[config.mk]
export PLATFORM = sky130hd
export DESIGN_NAME = ps2_key_tracker
export DESIGN_NICKNAME = d
export VERILOG_FILES = /design/src/rtl/ps2_keys_pkg.sv /design/src/rtl/ps2_evt_fifo.sv /design/src/rtl/ps2_key_tracker.sv
export SDC_FILE = /design/constraint.sdc
export NUM_CORES = 1
export LEC_CHECK = 0
export BUFFER_PORTS_ARGS = -buffer_cell sky130_fd_sc_hd__buf_2
export CAP_MARGIN = 20
export CORE_AREA = 2 2 138 140
export CTS_CLUSTER_SIZE = 10
export DETAILED_ROUTE_END_ITERATION = 16
export DIE_AREA = 0 0 140 142
export PLACE_DENSITY = 0.53
export SLEW_MARGIN = 25
export SYNTH_ARGS = -nofsm -noshare
export SYNTH_HDL_FRONTEND = slang
export SYNTH_SLANG_ARGS = --single-unit
[constraint.sdc]
create_clock -name CLOCK_50 -period 4.8 [get_ports CLOCK_50]
set_input_delay 0 -clock CLOCK_50 [delete_from_list [all_inputs] [get_ports CLOCK_50]]
set_output_delay 0 -clock CLOCK_50 [all_outputs]
set_load 0.01 [all_outputs]
[src/rtl/ps2_keys_pkg.sv]
// PS/2 set-2 key map, prefix bytes and decoder state shared by the
// key tracker and its consumers.
package ps2_keys_pkg;

  localparam logic [7:0] KEY_0         = 8'd0;
  localparam logic [7:0] KEY_1         = 8'd1;
  localparam logic [7:0] KEY_2         = 8'd2;
  localparam logic [7:0] KEY_3         = 8'd3;
  localparam logic [7:0] KEY_4         = 8'd4;
  localparam logic [7:0] KEY_5         = 8'd5;
  localparam logic [7:0] KEY_6         = 8'd6;
  localparam logic [7:0] KEY_7         = 8'd7;
  localparam logic [7:0] KEY_8         = 8'd8;
  localparam logic [7:0] KEY_9         = 8'd9;
  localparam logic [7:0] KEY_TILDE     = 8'd10;
  localparam logic [7:0] KEY_MINUS     = 8'd11;
  localparam logic [7:0] KEY_EQUALS    = 8'd12;
  localparam logic [7:0] KEY_BACKSPACE = 8'd13;
  localparam logic [7:0] KEY_TAB       = 8'd14;
  localparam logic [7:0] KEY_Q         = 8'd15;
  localparam logic [7:0] KEY_W         = 8'd16;
  localparam logic [7:0] KEY_E         = 8'd17;
  localparam logic [7:0] KEY_R         = 8'd18;
  localparam logic [7:0] KEY_T         = 8'd19;
  localparam logic [7:0] KEY_Y         = 8'd20;
  localparam logic [7:0] KEY_U         = 8'd21;
  localparam logic [7:0] KEY_I         = 8'd22;
  localparam logic [7:0] KEY_O         = 8'd23;
  localparam logic [7:0] KEY_P         = 8'd24;
  localparam logic [7:0] KEY_LBRACKET  = 8'd25;
  localparam logic [7:0] KEY_RBRACKET  = 8'd26;
  localparam logic [7:0] KEY_BACKSLASH = 8'd27;
  localparam logic [7:0] KEY_SPACE     = 8'd28;
  localparam logic [7:0] KEY_ENTER     = 8'd29;
  localparam logic [7:0] KEY_NONE      = 8'hFF;

  localparam logic [7:0] PFX_BREAK = 8'hF0;
  localparam logic [7:0] PFX_EXT   = 8'hE0;

  typedef enum logic [1:0] {
    ST_IDLE,
    ST_BREAK,
    ST_EXT,
    ST_EXT_BREAK
  } decState_e;

  function automatic logic [7:0] keyLookup(
    input logic [7:0] code,
    input logic       ext
  );
    logic [7:0] idx;
    idx = KEY_NONE;
    if (!ext) begin
      case (code)
        8'h45: idx = KEY_0;
        8'h16: idx = KEY_1;
        8'h1E: idx = KEY_2;
        8'h26: idx = KEY_3;
        8'h25: idx = KEY_4;
        8'h2E: idx = KEY_5;
        8'h36: idx = KEY_6;
        8'h3D: idx = KEY_7;
        8'h3E: idx = KEY_8;
        8'h46: idx = KEY_9;
        8'h0E: idx = KEY_TILDE;
        8'h4E: idx = KEY_MINUS;
        8'h55: idx = KEY_EQUALS;
        8'h66: idx = KEY_BACKSPACE;
        8'h0D: idx = KEY_TAB;
        8'h15: idx = KEY_Q;
        8'h1D: idx = KEY_W;
        8'h24: idx = KEY_E;
        8'h2D: idx = KEY_R;
        8'h2C: idx = KEY_T;
        8'h35: idx = KEY_Y;
        8'h3C: idx = KEY_U;
        8'h43: idx = KEY_I;
        8'h44: idx = KEY_O;
        8'h4D: idx = KEY_P;
        8'h54: idx = KEY_LBRACKET;
        8'h5B: idx = KEY_RBRACKET;
        8'h5D: idx = KEY_BACKSLASH;
        8'h29: idx = KEY_SPACE;
        8'h5A: idx = KEY_ENTER;
        default: idx = KEY_NONE;
      endcase
    end
    return idx;
  endfunction

endpackage

[src/rtl/ps2_evt_fifo.sv]
// Show-ahead synchronous FIFO for key events; a pop frees a slot
// for a push in the same cycle even when full.
module ps2_evt_fifo #(
  parameter int W     = 6,
  parameter int DEPTH = 8
) (
  input  logic         clk,
  input  logic         rst_n,
  input  logic         clear,
  input  logic         push,
  input  logic [W-1:0] pushData,
  input  logic         pop,
  output logic [W-1:0] headData,
  output logic         empty,
  output logic         full
);

  localparam int AW = $clog2(DEPTH);

  logic [W-1:0] mem [DEPTH];
  logic [AW:0]  wrPtr;
  logic [AW:0]  rdPtr;
  logic         doPush;
  logic         doPop;

  assign empty = (wrPtr == rdPtr);
  assign full = (wrPtr[AW-1:0] == rdPtr[AW-1:0])
             && (wrPtr[AW] != rdPtr[AW]);
  assign doPop = pop && !empty;
  assign doPush = push && (!full || doPop);
  assign headData = mem[rdPtr[AW-1:0]];

  always_ff @(posedge clk or negedge rst_n) begin
    if (!rst_n) begin
      wrPtr <= '0;
      rdPtr <= '0;
      for (int i = 0; i < DEPTH; i++) mem[i] <= '0;
    end else if (clear) begin
      wrPtr <= '0;
      rdPtr <= '0;
    end else begin
      if (doPush) begin
        mem[wrPtr[AW-1:0]] <= pushData;
        wrPtr <= wrPtr + 1'b1;
      end
      if (doPop) rdPtr <= rdPtr + 1'b1;
    end
  end

endmodule

[src/rtl/ps2_key_tracker.sv]
// PS/2 set-2 make/break decoder with per-key held state and a
// buffered press/release event stream.
module ps2_key_tracker
  import ps2_keys_pkg::*;
#(
  parameter int NUM_KEYS       = 30,
  parameter int EVT_DEPTH      = 8,
  parameter int PREFIX_TIMEOUT = 50000
) (
  input  logic                        CLOCK_50,
  input  logic                        resetn,
  input  logic [7:0]                  rx_data,
  input  logic                        rx_valid,
  input  logic                        clear,
  output logic [NUM_KEYS-1:0]         key_state,
  output logic                        evt_valid,
  output logic [$clog2(NUM_KEYS)-1:0] evt_key,
  output logic                        evt_pressed,
  input  logic                        evt_ready,
  output logic                        evt_overflow,
  output logic                        unknown_code
);

  localparam int KW = $clog2(NUM_KEYS);
  localparam int TW = $clog2(PREFIX_TIMEOUT + 1);
  localparam logic [7:0] NK = 8'(NUM_KEYS);
  localparam logic [TW-1:0] TO_LAST = TW'(PREFIX_TIMEOUT - 1);

  decState_e     state;
  logic [TW-1:0] toCnt;
  logic [7:0]    idx;
  logic          isBrk;
  logic          isExt;
  logic          doLookup;
  logic          known;
  logic          held;
  logic          push;
  logic          pop;
  logic          fifoEmpty;
  logic          fifoFull;
  logic [KW:0]   head;
  logic          isPfx;
  logic          isIgn;

  assign isPfx = (rx_data == PFX_BREAK) || (rx_data == PFX_EXT);
  assign isIgn = (rx_data == 8'hAA) || (rx_data == 8'hFA)
              || (rx_data == 8'hFE) || (rx_data == 8'hEE)
              || (rx_data == 8'h00) || (rx_data == 8'hFF);

  always_comb begin
    doLookup = 1'b0;
    isBrk = 1'b0;
    isExt = 1'b0;
    if (rx_valid && !clear && !isPfx) begin
      case (state)
        ST_IDLE:   doLookup = !isIgn;
        ST_BREAK: begin
          doLookup = 1'b1;
          isBrk = 1'b1;
        end
        ST_EXT: begin
          doLookup = 1'b1;
          isExt = 1'b1;
        end
        default: begin
          doLookup = 1'b1;
          isBrk = 1'b1;
          isExt = 1'b1;
        end
      endcase
    end
  end

  assign idx = keyLookup(rx_data, isExt);
  assign known = (idx < NK);
  assign held = key_state[idx[KW-1:0]];
  assign push = doLookup && known && (isBrk ? held : !held);
  assign pop = evt_valid && evt_ready;

  always_ff @(posedge CLOCK_50 or negedge resetn) begin
    if (!resetn) begin
      state <= ST_IDLE;
      toCnt <= '0;
      key_state <= '0;
      unknown_code <= 1'b0;
      evt_overflow <= 1'b0;
    end else if (clear) begin
      state <= ST_IDLE;
      toCnt <= '0;
      key_state <= '0;
      unknown_code <= 1'b0;
      evt_overflow <= 1'b0;
    end else begin
      unknown_code <= doLookup && !known;
      if (push) key_state[idx[KW-1:0]] <= !isBrk;
      if (push && fifoFull && !pop) evt_overflow <= 1'b1;
      if (rx_valid) begin
        toCnt <= '0;
        case (state)
          ST_IDLE: begin
            if (rx_data == PFX_BREAK) state <= ST_BREAK;
            else if (rx_data == PFX_EXT) state <= ST_EXT;
          end
          ST_BREAK: begin
            if (rx_data == PFX_EXT) state <= ST_EXT;
            else if (rx_data != PFX_BREAK) state <= ST_IDLE;
          end
          ST_EXT: begin
            if (rx_data == PFX_BREAK) state <= ST_EXT_BREAK;
            else if (rx_data != PFX_EXT) state <= ST_IDLE;
          end
          default: begin
            if (!isPfx) state <= ST_IDLE;
          end
        endcase
      end else if (state != ST_IDLE) begin
        // abandon a prefix whose follow-up byte never arrived
        if (toCnt == TO_LAST) begin
          state <= ST_IDLE;
          toCnt <= '0;
        end else begin
          toCnt <= toCnt + 1'b1;
        end
      end
    end
  end

  ps2_evt_fifo #(
    .W     (KW + 1),
    .DEPTH (EVT_DEPTH)
  ) u_fifo (
    .clk      (CLOCK_50),
    .rst_n    (resetn),
    .clear    (clear),
    .push     (push),
    .pushData ({idx[KW-1:0], !isBrk}),
    .pop      (pop),
    .headData (head),
    .empty    (fifoEmpty),
    .full     (fifoFull)
  );

  assign evt_valid = !fifoEmpty;
  assign evt_key = fifoEmpty ? '0 : head[KW:1];
  assign evt_pressed = !fifoEmpty && head[0];

endmodule

Word-level counts from Yosys, hierarchy flattened --
Memory sizes are Yosys's and may differ from the RTL's. Index checks and enable logic that the tools add are counted.
Operators by class: $add $sub $neg 3, multipliers 0, divide/modulo/power cells 0, order comparisons 6, eq/ne operators 19, shift operators 0, mux-type cells 46, bitwise operators 3, reductions and logical operators 43
Operators with widths (number):
- 2-to-1 mux 16 bit | 4
- 2-to-1 mux 30 bit | 2
- == test 8 bit, second input constant | 7
- bitwise mux 48 bit | 1
- bitwise mux 30 bit | 1
- 2-to-1 mux 2 bit | 11
- binary-select mux 6 bit (select 3 bit) | 1
- demux 6 bit (select 3 bit) | 1
- 2-to-1 mux 6 bit | 3
- adder 16 x 1 -> 16 bit, second input constant | 1
- == test 16 bit, second input constant | 1
- 2-to-1 mux 4 bit | 4
- 2-to-1 mux 8 bit | 2
- inequality test 8 bit, second input constant | 2
- inequality test 5 bit, second input constant | 3
- logical AND 1 bit | 14
- 2-to-1 mux 1 bit | 12
- nonzero test 2 bit | 5
- logical NOT 1 bit | 9
- adder 4 x 1 -> 4 bit, second input constant | 2
- >= comparator 4 bit, second input constant | 2
- logical NOT 8 bit | 1
- < comparator 8 x 5 -> 1 bit, second input constant | 1
- inverter 3 -> 4 bit | 2
- 20 further kinds | 28
Word-level totals: register bits 106, latch bits 0, bits in writable memories 0, bits in read-only memories 1024, input bits 13, output and inout port bits 39, memories kept 1
Memories:
- (no name shown) | depth 128, bits a word 8, read ports 1, clocked after Yosys merged registers in 0, wr ports 0, line ps2_keys_pkg.sv:54 | case (code)

Longest topological paths before layout --
Gate-level depths: netlist (run 1).
word-level depth 15, gate-level depth with buffers 16, depth with buffers taken out 13

By module --
From an unflattened synthesis (run 1), not the netlist that was laid out.
Second synthesis, totals: cell total of the unflattened synthesis 680, area, all modules 6885.4 um^2
By module, submodules not included:
- ps2_key_tracker | times used 1, cells an instance 488, area each 4022.6 um^2
- ps2_evt_fifo | times used 1, cells an instance 192, area each 2862.7 um^2

Worst setup path before layout (run 1) --
Ideal clock, no wire load.
path type input -> register, start point in rx_data[0], end point reg u_fifo.mem[10] (netlist bit), data arrival time 3357 ps, slack 1318 ps, stages on the path 13, buffers on the path 0, path through inv_1 ha_1 mux2_2 a21o_1 and3_1 o211a_1 a32o_1 a22o_1 a211oi_2 nand4b_4 xnor2_4 nor4_4 mux2_4
On the way: word-level cells in the longest chain between the ends 13
RTL lines:
- start: declaration | line ps2_key_tracker.sv:12 | input logic [7:0] rx_data,
- branches (longest 13 deep; another with memory (128 x 8 bit))
- end signal: indexed assignment | line ps2_evt_fifo.sv:43 | mem[wrPtr[AW-1:0]] <= pushData;
- end: declaration | line ps2_evt_fifo.sv:20 | logic [W-1:0] mem [DEPTH];
Parallel ways; which one is timed is not known. The select of a mux whose other input is x is not followed. A chain may end at the register's enable or synchronous reset.

Worst setup path after layout (run 1) --
start point reg state[0], end point reg u_fifo.mem[28] (netlist bit)
On the way: word-level cells in the longest chain between the ends 12
RTL lines:
- start: declaration | line ps2_key_tracker.sv:29 | decState_e state;
- start signal: assignment | line ps2_key_tracker.sv:82 | state <= ST_IDLE;
- start signal: assignment | line ps2_key_tracker.sv:88 | state <= ST_IDLE;
- start signal: assignment | line ps2_key_tracker.sv:101 | if (rx_data == PFX_BREAK) state <= ST_BREAK;
- == test 2 x 1 -> 1 bit or logical NOT 2 bit (tied branches) | line ps2_key_tracker.sv:55 | case (state)
- OR reduction 2 bit (no source line)
- 2-to-1 mux 1 bit | line ps2_key_tracker.sv:55
- 2-to-1 mux 1 bit | line ps2_key_tracker.sv:54 | if (rx_valid && !clear && !isPfx) begin
- 2-to-1 mux 8 bit | line ps2_keys_pkg.sv:53 | if (!ext) begin
- binary-select mux 1 bit (select 5 bit) | line ps2_key_tracker.sv:76 | assign held = key_state[idx[KW-1:0]];
- 2-to-1 mux 1 bit (not written as such) | line ps2_key_tracker.sv:76
- logical NOT 1 bit | line ps2_key_tracker.sv:77 | assign push = doLookup && known && (isBrk ? held : !held);
- 2-to-1 mux 1 bit | line ps2_key_tracker.sv:77
- logical AND 1 bit | line ps2_key_tracker.sv:77
- logical AND 1 bit | line ps2_evt_fifo.sv:30 | assign doPush = push && (!full || doPop);
- AND reduction 2 bit (no source line)
Parallel ways exist; a longest one is shown, timed or not. The select of a mux whose other input is x is not followed.

==> impl_results.md, run 1 <==
- Total wire length: 18740 um
- IO Port Bufs: 51
- Setup TNS: 0 ns
- PwrDens: 266.5 nW/um2
- WL/cell: 19.30 um
- Vias/cell: 5.705
- Antenna-violating nets left: 0
- Compound-cell area share of the yosys netlist: 12.81%
- Worst-skew pair later-pin latency: 0.36 ns
- Simple-gate portion of the synthesized area: 22.12%
- Ys async rst share: 100.0%
- Crit share post-route: 83.04%
- Area growth syn-to-layout: 12.70%
- Resize count post-CTS: 0
- Placed Area: 7267 um2
- Overall Power: 2021 uW
- Clock skew: 0.006787 ns
- Worst hold margin: 0.03347 ns
- Core area: 18460 um2
- Max FO, Critical Path: 13
- Post-synth net total: 713
- Ys Warns: 0
- Final instance area: 7585 um2
- Crit Path Category: flip-flop to flip-flop
- Mux share of post-synthesis cell area: 16.16%
- Max_slew headroom: 31.58%
- Drt pass-1 iters: 11
- #FFs+latches synth: 106
- Number of flops mapped to enable cells by yosys: 0
- Yosys top cell area share: 39.41%
- Unrepaired setup endpoints after global routing: no
- Synth top area cells: dfrtp_1, a21oi_1, mux2_4, nor2_1, mux4_2
- Mapped Area: 6730 um2
- H-tree Lvls: 3
- First-pass GRT wire length: 30260 um
- Final min period: 3.986 ns
- Global route overflow: 0
- Critical Path AT: 4.23 ns
- Syn_area_per_cell: 9.797 um2
- Fmax: 0.2509 GHz
- Die area: 19880 um2
- Slew at the pin with the worst max-slew slack: 1.019 ns
- Post-Synth Adder-Cell Area: 2.417%
- CP endpoint kind: flip-flop
- Die W: 140 um
- Failing checks: design-rule violations
- Vias: 5540
- Largest net degree at the start of global routing: 76
- Residual DRC count: 3
- Nets: 759
- Final design utilization: 41.10%
- Outcome: finished, violations left
- Clock slew at reported path FFs: 0.07 ns
- Worst min path class: input port to flip-flop
- Die height: 142 um
- Total CTS buffers: 9
- Placer Congestion: 0.9277
- Max-cap violation count: 0
- Effective utilization at floorplan: 36.47%
- Critical Path RT: 5.04 ns
- Cell variety after synth: 78
- XOR/XNOR Fraction of Synth Area: 3.123%
- Leak: 0.003375 uW
- Antenna fix cells: 0
- Setup violators final: 0
- R2R setup slack: 0.81 ns
- Bufs on Longest Clock Path: 2
- Main combinational cell family by area after synthesis: simple AND/OR/NAND/NOR gates
- Initial antenna violation count: 0
- Register area share after synthesis: 39.41%
- Clock Sinks: 106
- Iter 0 DRT Violations: 517
- Primary FF master, synth: dfrtp_1
- Final hold violation count: 0
- VDD IR max: 0.1535 mV
- Ratio of cells with drive above 1 in the final layout: 22.80%
- Vias in the first global route: 5417
- GRT Overall Usage: 19.39%
- Post-DP HPWL: 13760 um
- I/O pin cnt: 52
- Leading area contributor after synthesis: dfrtp_1
- CTS Root Cell: clkbuf_16
- Synthesized instance count: 687
- Final Slew Violations: 0
- Setup bufs post-CTS: 0
- Worst setup SP type: flip-flop
- Top-count cell post-synth: dfrtp_1
- CTS tree: done
- FP Rows: 50
- Post-synth top cells: dfrtp_1, nor2_1, a21oi_1, nand2_1, nand3_1
## cells by family after synthesis
kind of cell             count (synthesis)
buffers and inverters                   60
AO/OA/AOI/OAI                          137
flip-flops                             106
XOR/XNOR                                21
AND/OR/NAND/NOR                        270
multiplexers                            80
adder cells (fa/ha/maj)                 13
## critical path, cell delays in order, from the launching register on
cell and delay, ns:
dfrtp_1 0.41, inv_1 0.11, ha_1 0.45, nor3_1 0.13, or2_2 0.39, a21o_1 0.27, a211oi_1 0.52, and3_1 0.42
inv_1 0.22, nor4_4 0.59, mux2_4 0.35
## per-stage QoR
stage / worst slack (ns) / cells
floorplan: 1.318 / 687
global placement: 0.5525 / 954
detailed placement: 0.4134 / 954
CTS: 0.5999 / 971
global route: 0.5824 / 971
finish: 0.8141 / 971
## worst paths after layout
check / cells past startpoint / startpoint / end
worst max-delay path: 10 / state[0]$_DFFE_PN0P_ / u_fifo.mem[28]$_DFFE_PN0P_
worst min-delay path: 3 / evt_ready / evt_overflow$_DFFE_PN0P_
worst max register to register: 10 / state[0]$_DFFE_PN0P_ / u_fifo.mem[28]$_DFFE_PN0P_
worst min register to register: 1 / u_fifo.mem[15]$_DFFE_PN0P_ / u_fifo.mem[15]$_DFFE_PN0P_
max in group asynchronous: 3 / resetn / toCnt[11]$_DFFE_PN0N_
min in group asynchronous: 2 / resetn / u_fifo.mem[4]$_DFFE_PN0P_
## sequential cells by signal, indices dropped and copies added (netlist names)
name	count
unknown_code	1
u_fifo.rdPtr	4
u_fifo.wrPtr	4
u_fifo.mem	48
state	2
key_state	30
toCnt	16
evt_overflow	1
## power breakdown
group	total, uW	internal, uW	switching [uW]
combinational	330	134	196
clock	755	406	349
sequential	936	920	15.7
## per-layer routing
layer | wire, um | global-route usage, % | up-vias | share of wire, %
met3 | 767 | 3.735 | 26 | 4.1
met4 | 400 | 6.167 | 0 | 2.1
met5 | 0 | 0 | - | 0
li1 | - | - | 2583 | -
met1 | 8321 | 24.83 | 2767 | 44
met2 | 9253 | 33.32 | 164 | 49
## final cells by class
class / instances / area, um2
fill: 1791 / 10870
multi-input combinational: 521 / 3824
sequential: 106 / 2653
timing repair buffer: 76 / 454.2
tap: 234 / 292.8
clock buffer: 10 / 229.0
inverter: 19 / 71.32
clock inverter: 5 / 61.31
## cell usage in the layout (no fill, tap or decap), types with 19 or more instances in the layout
master | synthesis | final
o21ai_0 | 25 | 25
buf_2 | 9 | 50
mux2_4 | 19 | 19
mux2_2 | 21 | 21
buf_4 | 2 | 23
a21oi_1 | 57 | 57
nand2_1 | 44 | 44
dfrtp_1 | 106 | 106
nor2_1 | 73 | 73
nand3_1 | 28 | 28
## repair_timing
item / 4_1_cts / 5_1_grt
setup endpoints to repair: 0 / 0
hold buffers: 2 / 0
endpoints found under the hold margin: 76 / 0
Note: power is estimated with default switching activity, not from simulation.
==> inputs of run 2 (changes only) <==
Clock period 4.8 ns to 3.9 ns, I/O delays scaled along.
==> impl_results.md, run 2 (synthesis gave the netlist of run 1 again) <==
- Outcome: finished, violations left
- Failing checks: design-rule violations
- Clock Sinks: 106 (unchanged)
- Die area: 19880 um2 (unchanged)
- Post-DP HPWL: 14030 um (+1.9%)
- Slowest cell on the critical path: nor2_1
- WL/cell: 18.94 um (-1.9%)
- Nets: 780 (+2.8%)
- FP Rows: 50 (unchanged)
- Worst setup SP type: flip-flop
- Fmax: 0.2816 GHz (+12%)
- Die W: 140 um (unchanged)
- Global route overflow: 0 (unchanged)
- R2R setup slack: 0.35 ns (-0.47 ns)
- Effective utilization at floorplan: 36.47% (unchanged)
- Critical Path AT: 3.79 ns (-0.44 ns)
- Unrepaired setup endpoints after global routing: no
- Internal power: 1960 uW (+34%)
- Worst-skew pair later-pin latency: 0.36 ns (about the same)
- Buffers plus inverters on the worst setup path: 1 (-1)
- Clock slew at reported path FFs: 0.07 ns (about the same)
- Hold EP: state[0]$_DFFE_PN0P_
- VDD IR max: 0.2371 mV (+54%)
- Core area: 18460 um2 (unchanged)
- PwrDens: 339.5 nW/um2 (+27%)
- Die height: 142 um (unchanged)
- Initial antenna violation count: 1 (+1)
- Vias: 5560 (+0.36%)
- I/O pin cnt: 52 (unchanged)
- Crit Path Category: flip-flop to flip-flop
- IO Port Bufs: 51 (unchanged)
- Total CTS buffers: 9 (unchanged)
- Most common cell after layout, fill and taps aside: dfrtp_1
- Drt pass-1 iters: 13 (+2)
- Net Sw Frac: 25.99% (-1.7 points)
- Max_slew headroom: 42.81% (+11 points)
- Largest regs: u_fifo.mem (48), key_state (30), toCnt (16)
- Reg power frac: 43.5% (-2.8 points)
- Max FO, Critical Path: 10 (-3)
- Iter 0 DRT Violations: 418 (-19%)
- CP top delay family: simple AND/OR/NAND/NOR gates
- CP peak stage delay: 0.54 ns (-0.05 ns)
- Fillers: 1791 (unchanged)
- Critical R2R Capture: u_fifo.mem[40]$_DFFE_PN0P_
- Ratio of cells with drive above 1 in the final layout: 24.93% (+2.1 points)
- Slew at the pin with the worst max-slew slack: 0.8579 ns (-0.1607 ns)
- Logic gate share of total power: 15.9% (-0.4 points)
- Hold_sp: clear
- Most frequent cells in the layout: dfrtp_1, nor2_1, a21oi_1
- Setup violators final: 0 (unchanged)
- DP Worst Slack: 0.04252 ns (-0.3709 ns)
- First-pass GRT wire length: 30400 um (+0.48%)
- Final Slew Violations: 0 (unchanged)
- Residual DRC count: 2 (-1)
- Reg with most FFs: u_fifo.mem
- GRT Overall Usage: 19.43% (+0.038 points)
- Final min period: 3.551 ns (-0.4349 ns)
- Critical Path RT: 4.14 ns (-0.90 ns)
- Critical R2R Launch: state[0]$_DFFE_PN0P_
- Final WS setup: 0.3490 ns (-0.4651 ns)
- Crit share post-route: 91.05% (+8.0 points)
- Register area: 2653 um2 (unchanged)
- Max-cap violation count: 0 (unchanged)
- Antenna fix cells: 0 (unchanged)
- CP endpoint kind: flip-flop
- Bufs on Longest Clock Path: 2 (unchanged)
- Vias in the first global route: 5551 (+2.5%)
- Max reg flops: 48 (unchanged)
- Total wire length: 18790 um (+0.23%)
- Clock skew: 0.01046 ns (+0.003671 ns)
- Multi-input gate area in the final layout: 3822 um2 (about the same)
- Area growth syn-to-layout: 15.88%
- Reg2Reg Depth: 12 (+2)
- Largest net degree at the start of global routing: 64 (-16%)
- NetSw: 688.2 uW (+23%)
- Placer Congestion: 0.9207 (-0.75%)
- Leak: 0.003503 uW (+3.8%)
- H-tree Lvls: 3 (unchanged)
- Critical Path, Cell by Cell: inv_1 > ha_1 > nor3_1 > nor2_2 > o21ai_1 > nor3_2 > a22o_1 > a211oi_2 > nand4b_4 > xnor2_4 > nor2_1 > mux2_2
- Setup bufs post-CTS: 0 (unchanged)
- Final hold violation count: 0 (unchanged)
- Vias/cell: 5.605 (-1.8%)
- Hold path depth: 5 (+2)
- CTS tree: done
- CP startpoint: state[0]$_DFFE_PN0P_
- CTS Root Cell: clkbuf_16
- Antenna-violating nets left: 0 (unchanged)
- Setup TNS: 0 ns (unchanged)
- Worst min path class: input port to flip-flop
- Clock power frac: 40.5% (+3.1 points)
[run 2: timing repair]
item                                   CTS  global route
gates resized for setup                  0             1
hold buffers                             3             0
endpoints found under the hold margin   65             0
setup endpoints to repair                0            34
[run 2: cell type report]
class,instances,area share (%)
Inverter,19,0.9145
Multi-Input combinational cell,521,49.01
Clock inverter,5,1.412
Sequential cell,106,34.01
Clock buffer,10,3.064
Tap cell,234,3.754
Timing Repair Buffer,97,7.829
[run 2: how the worst max path moves through the flow]
| stage | endpoint | slack [ns] | depth (start not counted) |
|---|---|---|---|
| floorplan | u_fifo.mem[10]$_DFFE_PN0P_ | 0.42 | 13 |
| global placement | u_fifo.mem[4]$_DFFE_PN0P_ | 0.11 | 14 |
| detailed placement | u_fifo.mem[40]$_DFFE_PN0P_ | 0.04 | 14 |
| CTS | u_fifo.mem[40]$_DFFE_PN0P_ | 0.20 | 12 |
| global route | u_fifo.mem[37]$_DFFE_PN0P_ | 0.11 | 12 |
| finish | u_fifo.mem[40]$_DFFE_PN0P_ | 0.35 | 12 |
[run 2: metrics by stage]
| step | utilization (%) | power, uW | hold WS [ns] | cell area (um2) | cells |
|---|---|---|---|---|---|
| global route | 42.26 | 2765 | 0.2304 | 7799 | 992 |
| CTS | 42.24 | 2675 | 0.1879 | 7796 | 992 |
| finish | 42.26 | 2648 | 0.2042 | 7799 | 992 |
| global placement | 40.19 | 1585 | 0.1448 | 7417 | 974 |
| detailed placement | 40.19 | 1594 | 0.1717 | 7417 | 974 |
| floorplan | - | 1460 | -0.2956 | 6730 | 687 |
[run 2: layer usage]
metal | vias to the layer above | part of all wire (%) | wire length, um | track usage, %
met5 | - | 0 | 0 | 0
met4 | 0 | 3.0 | 567 | 7.337
met3 | 33 | 4.9 | 914 | 3.802
met2 | 164 | 49 | 9176 | 33.16
met1 | 2739 | 43 | 8127 | 24.55
li1 | 2624 | - | - | -
[run 2: power by group through the flow]
stage | logic [uW] | clock network, uW | registers [uW]
2_1_floorplan | 293 | 0 | 1170
3_3_place_gp | 414 | 0 | 1170
3_5_place_dp | 421 | 0 | 1170
4_1_cts | 424 | 1100 | 1150
5_1_grt | 464 | 1150 | 1160
6_report | 422 | 1070 | 1150
[run 2: worst register-to-register path, cell delays in order, from the launching register on]
cell and delay [ns]:
dfrtp_1 0.38, inv_1 0.09, ha_1 0.22, nor3_1 0.28, nor2_2 0.15, o21ai_1 0.32, nor3_2 0.10, a22o_1 0.24
a211oi_2 0.27, nand4b_4 0.18, xnor2_4 0.26, nor2_1 0.54, mux2_2 0.40
